### src/rtl/perf_cnt_pkg.sv
// Shared constants for the performance counter bank: well-known channel
// indices, default counter width and the snapshot FSM encoding.
package perf_cnt_pkg;

  localparam int CH_CYCLE  = 0;
  localparam int CH_JMP    = 1;
  localparam int CH_BSUC   = 2;
  localparam int CH_BUBBLE = 3;

  localparam int CNT_W_DEF = 32;

  typedef enum logic {
    SNAP_IDLE    = 1'b0,
    SNAP_CAPTURE = 1'b1
  } snap_state_e;

endpackage

### src/rtl/perf_cnt_cell.sv
// One event counter: qualified increment, wrap or saturate at all-ones,
// sticky overflow flag. Exposes its next value so the bank can snapshot it.
module perf_cnt_cell #(
  parameter int CNT_W    = 32,
  parameter bit SATURATE = 1'b0
) (
  input  logic             clk,
  input  logic             rst,
  input  logic             clear,
  input  logic             ev,
  input  logic             qual,
  input  logic             freeze,
  output logic [CNT_W-1:0] cnt,
  output logic [CNT_W-1:0] cnt_next,
  output logic             ovf
);

  localparam logic [CNT_W-1:0] CNT_MAX = '1;

  logic inc;
  logic ovf_next;

  function automatic logic [CNT_W-1:0] step_cnt(input logic [CNT_W-1:0] v);
    if (v == CNT_MAX) begin
      return SATURATE ? CNT_MAX : '0;
    end
    return v + CNT_W'(1);
  endfunction

  always_comb begin
    inc      = ev & qual & ~freeze;
    cnt_next = cnt;
    ovf_next = ovf;
    if (clear) begin
      cnt_next = '0;
      ovf_next = 1'b0;
    end else if (inc) begin
      cnt_next = step_cnt(cnt);
      if (cnt == CNT_MAX) begin
        ovf_next = 1'b1;
      end
    end
  end

  always_ff @(posedge clk) begin
    if (rst) begin
      cnt <= '0;
      ovf <= 1'b0;
    end else begin
      cnt <= cnt_next;
      ovf <= ovf_next;
    end
  end

endmodule

### src/rtl/perf_counter_bank.sv
// Event-statistics bank: NUM_CH counters, atomic snapshot handshake and a
// registered read-out mux. Define PERF_CNT_OVF_IRQ_EN for the masked overflow irq.
module perf_counter_bank
  import perf_cnt_pkg::*;
#(
  parameter int          NUM_CH       = 4,
  parameter int          CNT_W        = CNT_W_DEF,
  parameter bit          SATURATE     = 1'b0,
  parameter logic [15:0] PC_QUAL_MASK = 16'h0006,
  localparam int         SEL_W        = (NUM_CH > 1) ? $clog2(NUM_CH) : 1
) (
  input  logic              clk,
  input  logic              rst,
  input  logic              enable,
  input  logic              pc_enable,
  input  logic              clear,
  input  logic [NUM_CH-1:0] ev,
  input  logic              freeze,
  input  logic              snap_req,
  output logic              snap_ack,
  input  logic [SEL_W-1:0]  rd_sel,
  input  logic              rd_src,
  output logic [CNT_W-1:0]  rd_data,
  output logic [NUM_CH-1:0] ovf,
`ifdef PERF_CNT_OVF_IRQ_EN
  input  logic [NUM_CH-1:0] irq_mask,
`endif
  output logic              irq
);

  snap_state_e state;
  snap_state_e state_next;
  logic        capture;

  logic [CNT_W-1:0] live      [NUM_CH];
  logic [CNT_W-1:0] live_next [NUM_CH];
  logic [CNT_W-1:0] shadow    [NUM_CH];
  logic [CNT_W-1:0] rd_mux_p0;

  // Counter cells; the mask picks which qualifier gates each channel.
  for (genvar i = 0; i < NUM_CH; i++) begin : g_cell
    perf_cnt_cell #(
      .CNT_W   (CNT_W),
      .SATURATE(SATURATE)
    ) u_cell (
      .clk     (clk),
      .rst     (rst),
      .clear   (clear),
      .ev      (ev[i]),
      .qual    (PC_QUAL_MASK[i] ? pc_enable : enable),
      .freeze  (freeze),
      .cnt     (live[i]),
      .cnt_next(live_next[i]),
      .ovf     (ovf[i])
    );
  end

  always_ff @(posedge clk) begin
    if (rst) begin
      state <= SNAP_IDLE;
    end else begin
      state <= state_next;
    end
  end

  // Requests seen while capturing are dropped, so a held req re-arms every 2 cycles.
  always_comb begin
    state_next = state;
    capture    = 1'b0;
    case (state)
      SNAP_IDLE: begin
        if (snap_req) begin
          state_next = SNAP_CAPTURE;
        end
      end
      SNAP_CAPTURE: begin
        capture    = 1'b1;
        state_next = SNAP_IDLE;
      end
      default: state_next = SNAP_IDLE;
    endcase
  end

  // Shadows take the post-increment (or post-clear) value on one shared edge.
  always_ff @(posedge clk) begin
    for (int i = 0; i < NUM_CH; i++) begin
      if (rst) begin
        shadow[i] <= '0;
      end else if (capture) begin
        shadow[i] <= live_next[i];
      end
    end
  end

  always_ff @(posedge clk) begin
    if (rst) begin
      snap_ack <= 1'b0;
    end else begin
      snap_ack <= capture;
    end
  end

  always_comb begin
    rd_mux_p0 = '0;
    if (int'(rd_sel) < NUM_CH) begin
      rd_mux_p0 = rd_src ? shadow[rd_sel] : live[rd_sel];
    end
  end

  // Read-out register stage
  always_ff @(posedge clk) begin
    if (rst) begin
      rd_data <= '0;
    end else begin
      rd_data <= rd_mux_p0;
    end
  end

`ifdef PERF_CNT_OVF_IRQ_EN
  always_ff @(posedge clk) begin
    if (rst || clear) begin
      irq <= 1'b0;
    end else begin
      irq <= |(ovf & irq_mask);
    end
  end
`else
  assign irq = 1'b0;
`endif

endmodule

### config.mk
export PLATFORM = sky130hd
export DESIGN_NAME = perf_counter_bank
export DESIGN_NICKNAME = d
export VERILOG_FILES = /design/src/rtl/perf_cnt_pkg.sv /design/src/rtl/perf_cnt_cell.sv /design/src/rtl/perf_counter_bank.sv
export SDC_FILE = /design/constraint.sdc
export NUM_CORES = 1
export LEC_CHECK = 0
export ABC_AREA = 1
export CAP_MARGIN = 20
export CORE_MARGIN = 10
export CORE_UTILIZATION = 40
export DETAILED_ROUTE_END_ITERATION = 12
export PLACE_DENSITY = 0.56
export SKIP_CTS_REPAIR_TIMING = 1
export SLEW_MARGIN = 10
export SYNTH_ARGS = -nofsm -noshare
export SYNTH_HDL_FRONTEND = slang
export SYNTH_SLANG_ARGS = --single-unit
### constraint.sdc
create_clock -name clk -period 5 [get_ports clk]
set_input_delay 1 -clock clk [delete_from_list [all_inputs] [get_ports clk]]
set_output_delay 1 -clock clk [all_outputs]
set_load 0.005 [all_outputs]
**Yosys cells after proc, flatten, opt, wreduce, memory -nomap -nowiden**

Memory sizes are Yosys's and may differ from the RTL's.
Cells that the tools add are included.

- Register bits: 166
- Latch bits: 0
- Bits in writable memories: 128
- Memory bits (read-only): 0
- Bits of input ports: 14
- Output and inout bits: 38
- Logic and storage cells: 85
- Memories: 1

- Add/subtract/negate cells: 4
- $mul: 0
- Div/mod/pow operators: 0
- Order comparisons: 1
- Equality and inequality tests: 4
- Shift operators: 0
- Muxes and demuxes: 44
- Bitwise logic cells: 15
- Reductions and logical operators: 5

Memory list:

| name | words | bits a word | rd ports | clocked after memory_dff | wr ports | RTL line | RTL |
|---|---|---|---|---|---|---|---|
| shadow | 4 | 32 | 1 | 0 | 4 | perf_counter_bank.sv:37 | `logic [CNT_W-1:0] shadow [NUM_CH];` |

Operator list:

| cell | count |
|---|---|
| $mux 32 | 23 |
| $add 32x1->32 const B | 4 |
| $eq 32x32->1 const B | 4 |
| $bmux 32 s2 | 1 |
| $mux 1 | 19 |
| $and 1x1->1 | 8 |
| $reduce_and 2->1 | 4 |
| $or 1x1->1 | 4 |
| $ge 3x3->1 const B | 1 |
| $not 2->3 | 1 |
| $not 1->1 | 2 |
| $pmux 1 s2 | 1 |
| $reduce_or 2->1 | 1 |

**Logic depth before layout (Yosys ltp)**

Gate-level depths: netlist (run 1).

- Word-level depth: 8
- Gate-level depth with buffers: 11
- Mapped depth without buffers: 11

**By module**

From an unflattened synthesis (run 1), not the netlist that was laid out.

- Cell total of the unflattened synthesis: 2670
- Area total of the unflattened synthesis: 18012.3 um2

Modules (own cells, without submodules):

| module | times used | cells each | area an instance (um2) | sequential area each (um2) |
|---|---|---|---|---|
| perf_counter_bank | 1 | 1294 | 9038.7 | 4524.3 |
| perf_cnt_cell | 4 | 344 | 2243.4 | 660.6 |

**Worst setup path before layout (run 1)**

OpenSTA, ideal clock, no wires.

- Path type: in2reg
- From: input rst
- To: memory shadow[0][0] (enable)
- Setup time: 1125 ps
- Arrival time: 3391 ps
- Data required time: 3875 ps
- Path slack: 485 ps
- Stages on the path: 3
- Path buffers: 1
- Path through: inv_1 > buf_1 > nand2_1

RTL lines:

| element | RTL line | RTL |
|---|---|---|
| start: declaration | perf_counter_bank.sv:13 | `input logic rst,` |
| end: declaration | perf_counter_bank.sv:37 |  |

==> impl_metrics.toml, run 1 <==
[cells_and_area]
drive_gt1_frac = 0.07250
final_util = 0.4649
diodes = 0
area_growth_pct = 14.24
fin_nets = 2130
n_fill_cell = 3899

[yosys]
synth_fa_ha_area_frac = 0.003258
ys_top_cells_by_count = "482 x nor2_1, 439 x nand2_1, 170 x inv_1, 166 x dfxtp_1, 159 x o21ai_0"
syn_avg_cell_area_sq_um = 7.326
synthesis.area_sq_mm = 0.01536
synth_top_family_by_area = "simple AND/OR/NAND/NOR gates"
yosys.area_share.simple = 0.3438
ys_seq_area_frac = 0.4665
synth_edf_count = 128
synth-compound-area-share = 0.1027
synthCells = 2097
ys.warnings.count = 0
ys.flop_type = "dfxtp_1"
synthMuxAreaShare = 0
synth_largest_area_cell = "edfxtp_1"
yosysMostFrequentCell = "nor2_1"
synthXorXnorAreaFrac = 0.01254
synth_nets = 2115
ys_seq_elements = 294
synth.top_cell.area_share = 0.2502
synth_cell_types = 42
async_reset_ff_frac = 0
synth_area_leaders = "edfxtp_1 25%, dfxtp_1 22%, nor2_1 12%, nand2_1 11%, o21ai_0 5.2%"

[routing]
totalWireLength_um = 62370
drc = 0
final_antenna_net_count = 0
via_per_inst = 5.556
wl_per_cell_um = 23.54
drtIter0Drc = 1792
drtPass1Iterations = 6
via_count = 14720

[setup_path]
crit_buf_inv = 2
worstSetupEndpointType = "flop"
cp.required_ns = 5.29
crit_slowest_cell = "clkdlybuf4s50_1"
cp-start-kind = "input pin"
critPathTopFamily = "simple AND/OR/NAND/NOR gates"
max_stage_delay_ns = 0.62
crit_type = "in2reg"
crit_fanout = 5
crit_chain = "clkdlybuf4s50_1 > inv_4 > nand3_2 > nor2_2 > nand2_2 > nor2_1 > nand3_1 > nand3_1 > nor2_1"
worst_ep_arrival_time_ns = 3.18

[outcome]
outcome = "complete, no violations"

[floorplanning]
rows = 71
start_util = 0.4069
dieWidth_um = 216.0
ios = 52
die_area_sq_mm = 0.04665
core_sq_mm = 0.03776
die_y_um = 216.0

[power]
p_sw_frac = 0.2415
vdd_drop_max_mv = 0.2656
seq_power_share = 0.449
p_sw_w = 0.001405
p_comb_frac = 0.068
power_density_mw_per_mm2 = 331.4
intPower_w = 0.004412
clkPwrFrac = 0.483
p_leak_nw = 6.448

[clocking]
clk_latency_ns = 0.56
clockBufferDepth = 3
h-tree-depth = 2
cts_made_buffers = 36
cts.sinks = 294
path_clk_slew_ns = 0.06
tritoncts = "built"
root_buffer = "clkbuf_16"

[global_route]
grt_max_degree = 79
grt_overflow = 0
grt_pass1_vias = 13890
antenna_found_initial = 5
grtUsageTotal = 0.2611
grt_pass1_wl_um = 91230

[sta]
slew_headroom = 0.3890
hold_viol_final = 0
max_freq_mhz = 346.3
finalSetupTns_ns = 0
period_minus_slack_ns = 2.888
rsz0062_at_grt = "no"
fin_crit_sh = 0.5776
finalSetupViolations = 0
finalWorstSetupSlack_ns = 2.112
skew_ns = 0.02172
tightest_slew_ns = 0.9165
final_max_slew_viol_count = 0

[placed_design]
pre_cts_ws_ns = 1.640
numPortBuffers = 50
gp_congestion = 0.9618
post-dp-hpwl_um = 46880

[hold_path]
min_path_type = "reg2reg"

[flow_run]
drv_cap = 0
-- stage by stage --
stage	instance area, sq um	hold slack (ns)	instances	power [W]
floorplan	15360	0.4304	2097	0.002860
global placement	16280	0.4445	2585	0.003051
detailed placement	16280	0.4499	2585	0.003051
CTS	17550	0.4592	2649	0.005851
global route	17550	0.4697	2649	0.005970
finish	17550	0.4532	2649	0.005817
-- path summary, 6_finish.rpt --
path                                       startpoint                                 to  slack (ns)  cells after the start
hold reg to reg     g_cell[1].u_cell.ovf$_SDFFE_PP0P_  g_cell[1].u_cell.ovf$_SDFFE_PP0P_        0.45                      2
setup / recovery                               freeze        shadow[3][20]$_SDFFCE_PN0P_        2.11                      9
hold / removal      g_cell[1].u_cell.ovf$_SDFFE_PP0P_  g_cell[1].u_cell.ovf$_SDFFE_PP0P_        0.45                      2
setup reg to reg  g_cell[0].u_cell.cnt[20]$_SDFF_PP0_        shadow[0][29]$_SDFFCE_PN0P_        2.55                      9
-- layout make-up --
class | count | area, sq um | area share
inverter | 178 | 674.4 | 0.03843
tap | 511 | 639.4 | 0.03643
timing repair buffer | 71 | 685.7 | 0.03907
clock buffer | 48 | 1080 | 0.06152
sequential | 294 | 7167 | 0.4084
multi-input combinational | 1531 | 7113 | 0.4053
clock inverter | 16 | 191.4 | 0.01091
-- kinds of logic (layout without fill, tap and decap cells) --
| kind of cell | Yosys count | after routing |
|---|---|---|
| AOI/OAI and AO/OA | 281 | 281 |
| other | 1 | 1 |
| xor gates and xnor gates | 22 | 22 |
| and+or+nand+nor | 1223 | 1223 |
| buffers and inverters | 272 | 313 |
| DFF | 294 | 294 |
| adders and majority gates | 4 | 4 |
-- layer usage --
layer	track usage	vias up	share of wire
met5	0	-	0.00079
li1	-	6918	-
met3	0.04517	125	0.081
met2	0.4204	648	0.46
met4	0.1007	8	0.038
met1	0.3431	7019	0.42
-- layout by cell type, fill, tap and decap left out, types with 17 or more instances in the layout --
master,synthesis,final
a21oi_1,53,53
buf_4,7,20
clkbuf_16,0,39
clkdlybuf4s50_1,0,47
dfxtp_1,166,166
edfxtp_1,128,128
inv_1,170,168
nand2_1,439,438
nand3_1,158,158
nand4_1,27,27
nor2_1,482,482
nor3_1,43,43
o21ai_0,159,159
o22ai_1,32,32
xor2_1,17,17
-- state kept, by name (all words and copies together), names as in the netlist --
| register | cells |
|---|---|
| g_cell.u_cell.cnt | 128 |
| g_cell.u_cell.ovf | 4 |
| rd_data | 32 |
| shadow | 128 |
| snap_ack | 1 |
| state | 1 |
-- power groups by stage --
stage	sequential [W]	clock [W]	combinational [W]
after floorplan	0.00265	0	0.000209
after CTS	0.00261	0.00285	0.000391
after global routing	0.00261	0.00294	0.000420
after detailed placement	0.00266	0	0.000389
final	0.00261	0.00281	0.000394
after global placement	0.00266	0	0.000391
-- tightest hold or removal path: cells and delay by family, from the launching register on --
kind	cells	cell delay (ns)
AO/OA/AOI/OAI	1	0.05
buffers and inverters	1	0.05
flip-flops	1	0.30
Note: power is estimated with default switching activity, not from simulation.
==> run 2, diff against run 1 <==
Settings changed: PLACE_DENSITY 0.56 to 0.58.
Clock period 5 ns to 2.5 ns, I/O delays scaled along.
==> impl_metrics.toml, run 2 (synthesis gave the netlist of run 1 again) <==
[outcome]
outcome = "complete, no violations"

[global_route]
grt_max_degree = 71
grtUsageTotal = 0.2549
grt_pass1_wl_um = 88970
grt_overflow = 0
antenna_found_initial = 1
grt_pass1_vias = 13700

[routing]
drc = 0
final_antenna_net_count = 0
drtIter0Drc = 1453
drtPass1Iterations = 8
via_per_inst = 5.416
via_count = 14790
wl_per_cell_um = 22.35
totalWireLength_um = 61030

[sta]
fin_crit_sh = 0.8871
hold_viol_final = 0
rsz0062_at_grt = "no"
final_max_slew_viol_count = 0
slew_headroom = 0.3297
hold_slack_ns = 0.2426
max_freq_mhz = 450.9
period_minus_slack_ns = 2.218
skew_ns = 0.02632
finalSetupViolations = 0
tightest_slew_ns = 1.005

[floorplanning]
core_sq_mm = 0.03776
die_y_um = 216.0
dieWidth_um = 216.0
rows = 71
ios = 52
start_util = 0.4069
die_area_sq_mm = 0.04665

[placed_design]
numPortBuffers = 50
post-dp-hpwl_um = 45550
gp_congestion = 0.9813
placedInstanceArea_sq_mm = 0.01703

[setup_path]
cp.required_ns = 2.79
crit_fanout = 10
cp-start-kind = "flop"
worstSetupEndpointType = "flop"
crit_type = "reg2reg"
r2r_cells = 9
worst_ep_arrival_time_ns = 2.50
ff2ff_setup_slack_ns = 0.28

[power]
power_density_mw_per_mm2 = 626.2
vdd_drop_max_mv = 0.4403
power_w = 0.01141
p_leak_nw = 6.852

[clocking]
h-tree-depth = 2
cts_made_buffers = 37
root_buffer = "clkbuf_16"
clockBufferDepth = 3
tritoncts = "built"
cts.sinks = 294
clk_latency_ns = 0.56
path_clk_slew_ns = 0.06

[cells_and_area]
final_cell_mix = "482 x nor2_1, 438 x nand2_1, 168 x inv_1, 166 x dfxtp_1, 159 x o21ai_0"
fin_nets = 2208
drive_gt1_frac = 0.1014
final_common_cell = "nor2_1"
reg.largest.list = "g_cell.u_cell.cnt x128, shadow x128, rd_data x32"
area_growth_pct = 18.60
fin_area_sq_mm = 0.01822
final_util = 0.4826

[hold_path]
min_path_type = "in2reg"
worstHoldPathCells = 2

[flow_run]
drv_cap = 0
==> run 2: changes by cell type in the layout (fill, tap and decap cells not counted), moves of 2 or more <==
cell       previous run  this run
buf_4                20        84
buf_12                3        16
clkbuf_1              2        12
clkbuf_8              7         3
bufinv_16             4         2
clkinv_4              2         0
inv_6                 0         2
==> run 2: metal layers <==
layer | vias to the layer above | share of wire | track usage
li1 | 7061 | - | -
met1 | 6974 | 0.44 | 0.3471
met2 | 644 | 0.43 | 0.3844
met3 | 111 | 0.089 | 0.05301
met4 | 2 | 0.042 | 0.1093
met5 | - | 0.00021 | 0
==> run 2: worst paths after layout <==
check | startpoint | to
max reg2reg | g_cell[3].u_cell.cnt[12]$_SDFF_PP0_ | shadow[3][17]$_SDFFCE_PN0P_
min | rst | g_cell[0].u_cell.cnt[26]$_SDFF_PP0_
min reg2reg | g_cell[3].u_cell.ovf$_SDFFE_PP0P_ | g_cell[3].u_cell.ovf$_SDFFE_PP0P_
max | g_cell[3].u_cell.cnt[12]$_SDFF_PP0_ | shadow[3][17]$_SDFFCE_PN0P_
==> run 2: report_power, final <==
group          switching (W)  internal (W)  leakage [nW]  total (W)
clock network        0.00217       0.00316         0.576    0.00534
logic               0.000589      0.000277          3.57   0.000866
registers          0.0000551       0.00515          2.71    0.00521
total                0.00282       0.00859          6.85     0.0114
==> run 2: through the flow <==
stage / setup WS, ns / TNS (ns) / cells
global route: 0.2384 / 0 / 2730
floorplan: 0.4788 / 0 / 2097
finish: 0.2823 / 0 / 2731
global placement: -0.03953 / -0.07118 / 2662
CTS: 0.4319 / 0 / 2730
detailed placement: -0.05923 / -0.1107 / 2662
==> run 2: worst max-delay path, cell delays in order, from the launching register on <==
cell and delay, ns:
dfxtp_1 0.47, nand2_1 0.12, nor2_1 0.37, nand2_1 0.22, nor2_1 0.25, nand3_2 0.14
nand2_4 0.10, inv_2 0.11, nand3_1 0.12, nor2_1 0.05
==> run 2: area by class of cell <==
| type | instances | area, sq um |
|---|---|---|
| Antenna cell | 1 | 2.502 |
| Clock buffer | 54 | 1062 |
| Clock inverter | 14 | 127.6 |
| Fill cell | 3817 | 19530 |
| Inverter | 178 | 674.4 |
| Multi-Input combinational cell | 1531 | 7122 |
| Sequential cell | 294 | 7167 |
| Tap cell | 511 | 639.4 |
| Timing Repair Buffer | 148 | 1426 |
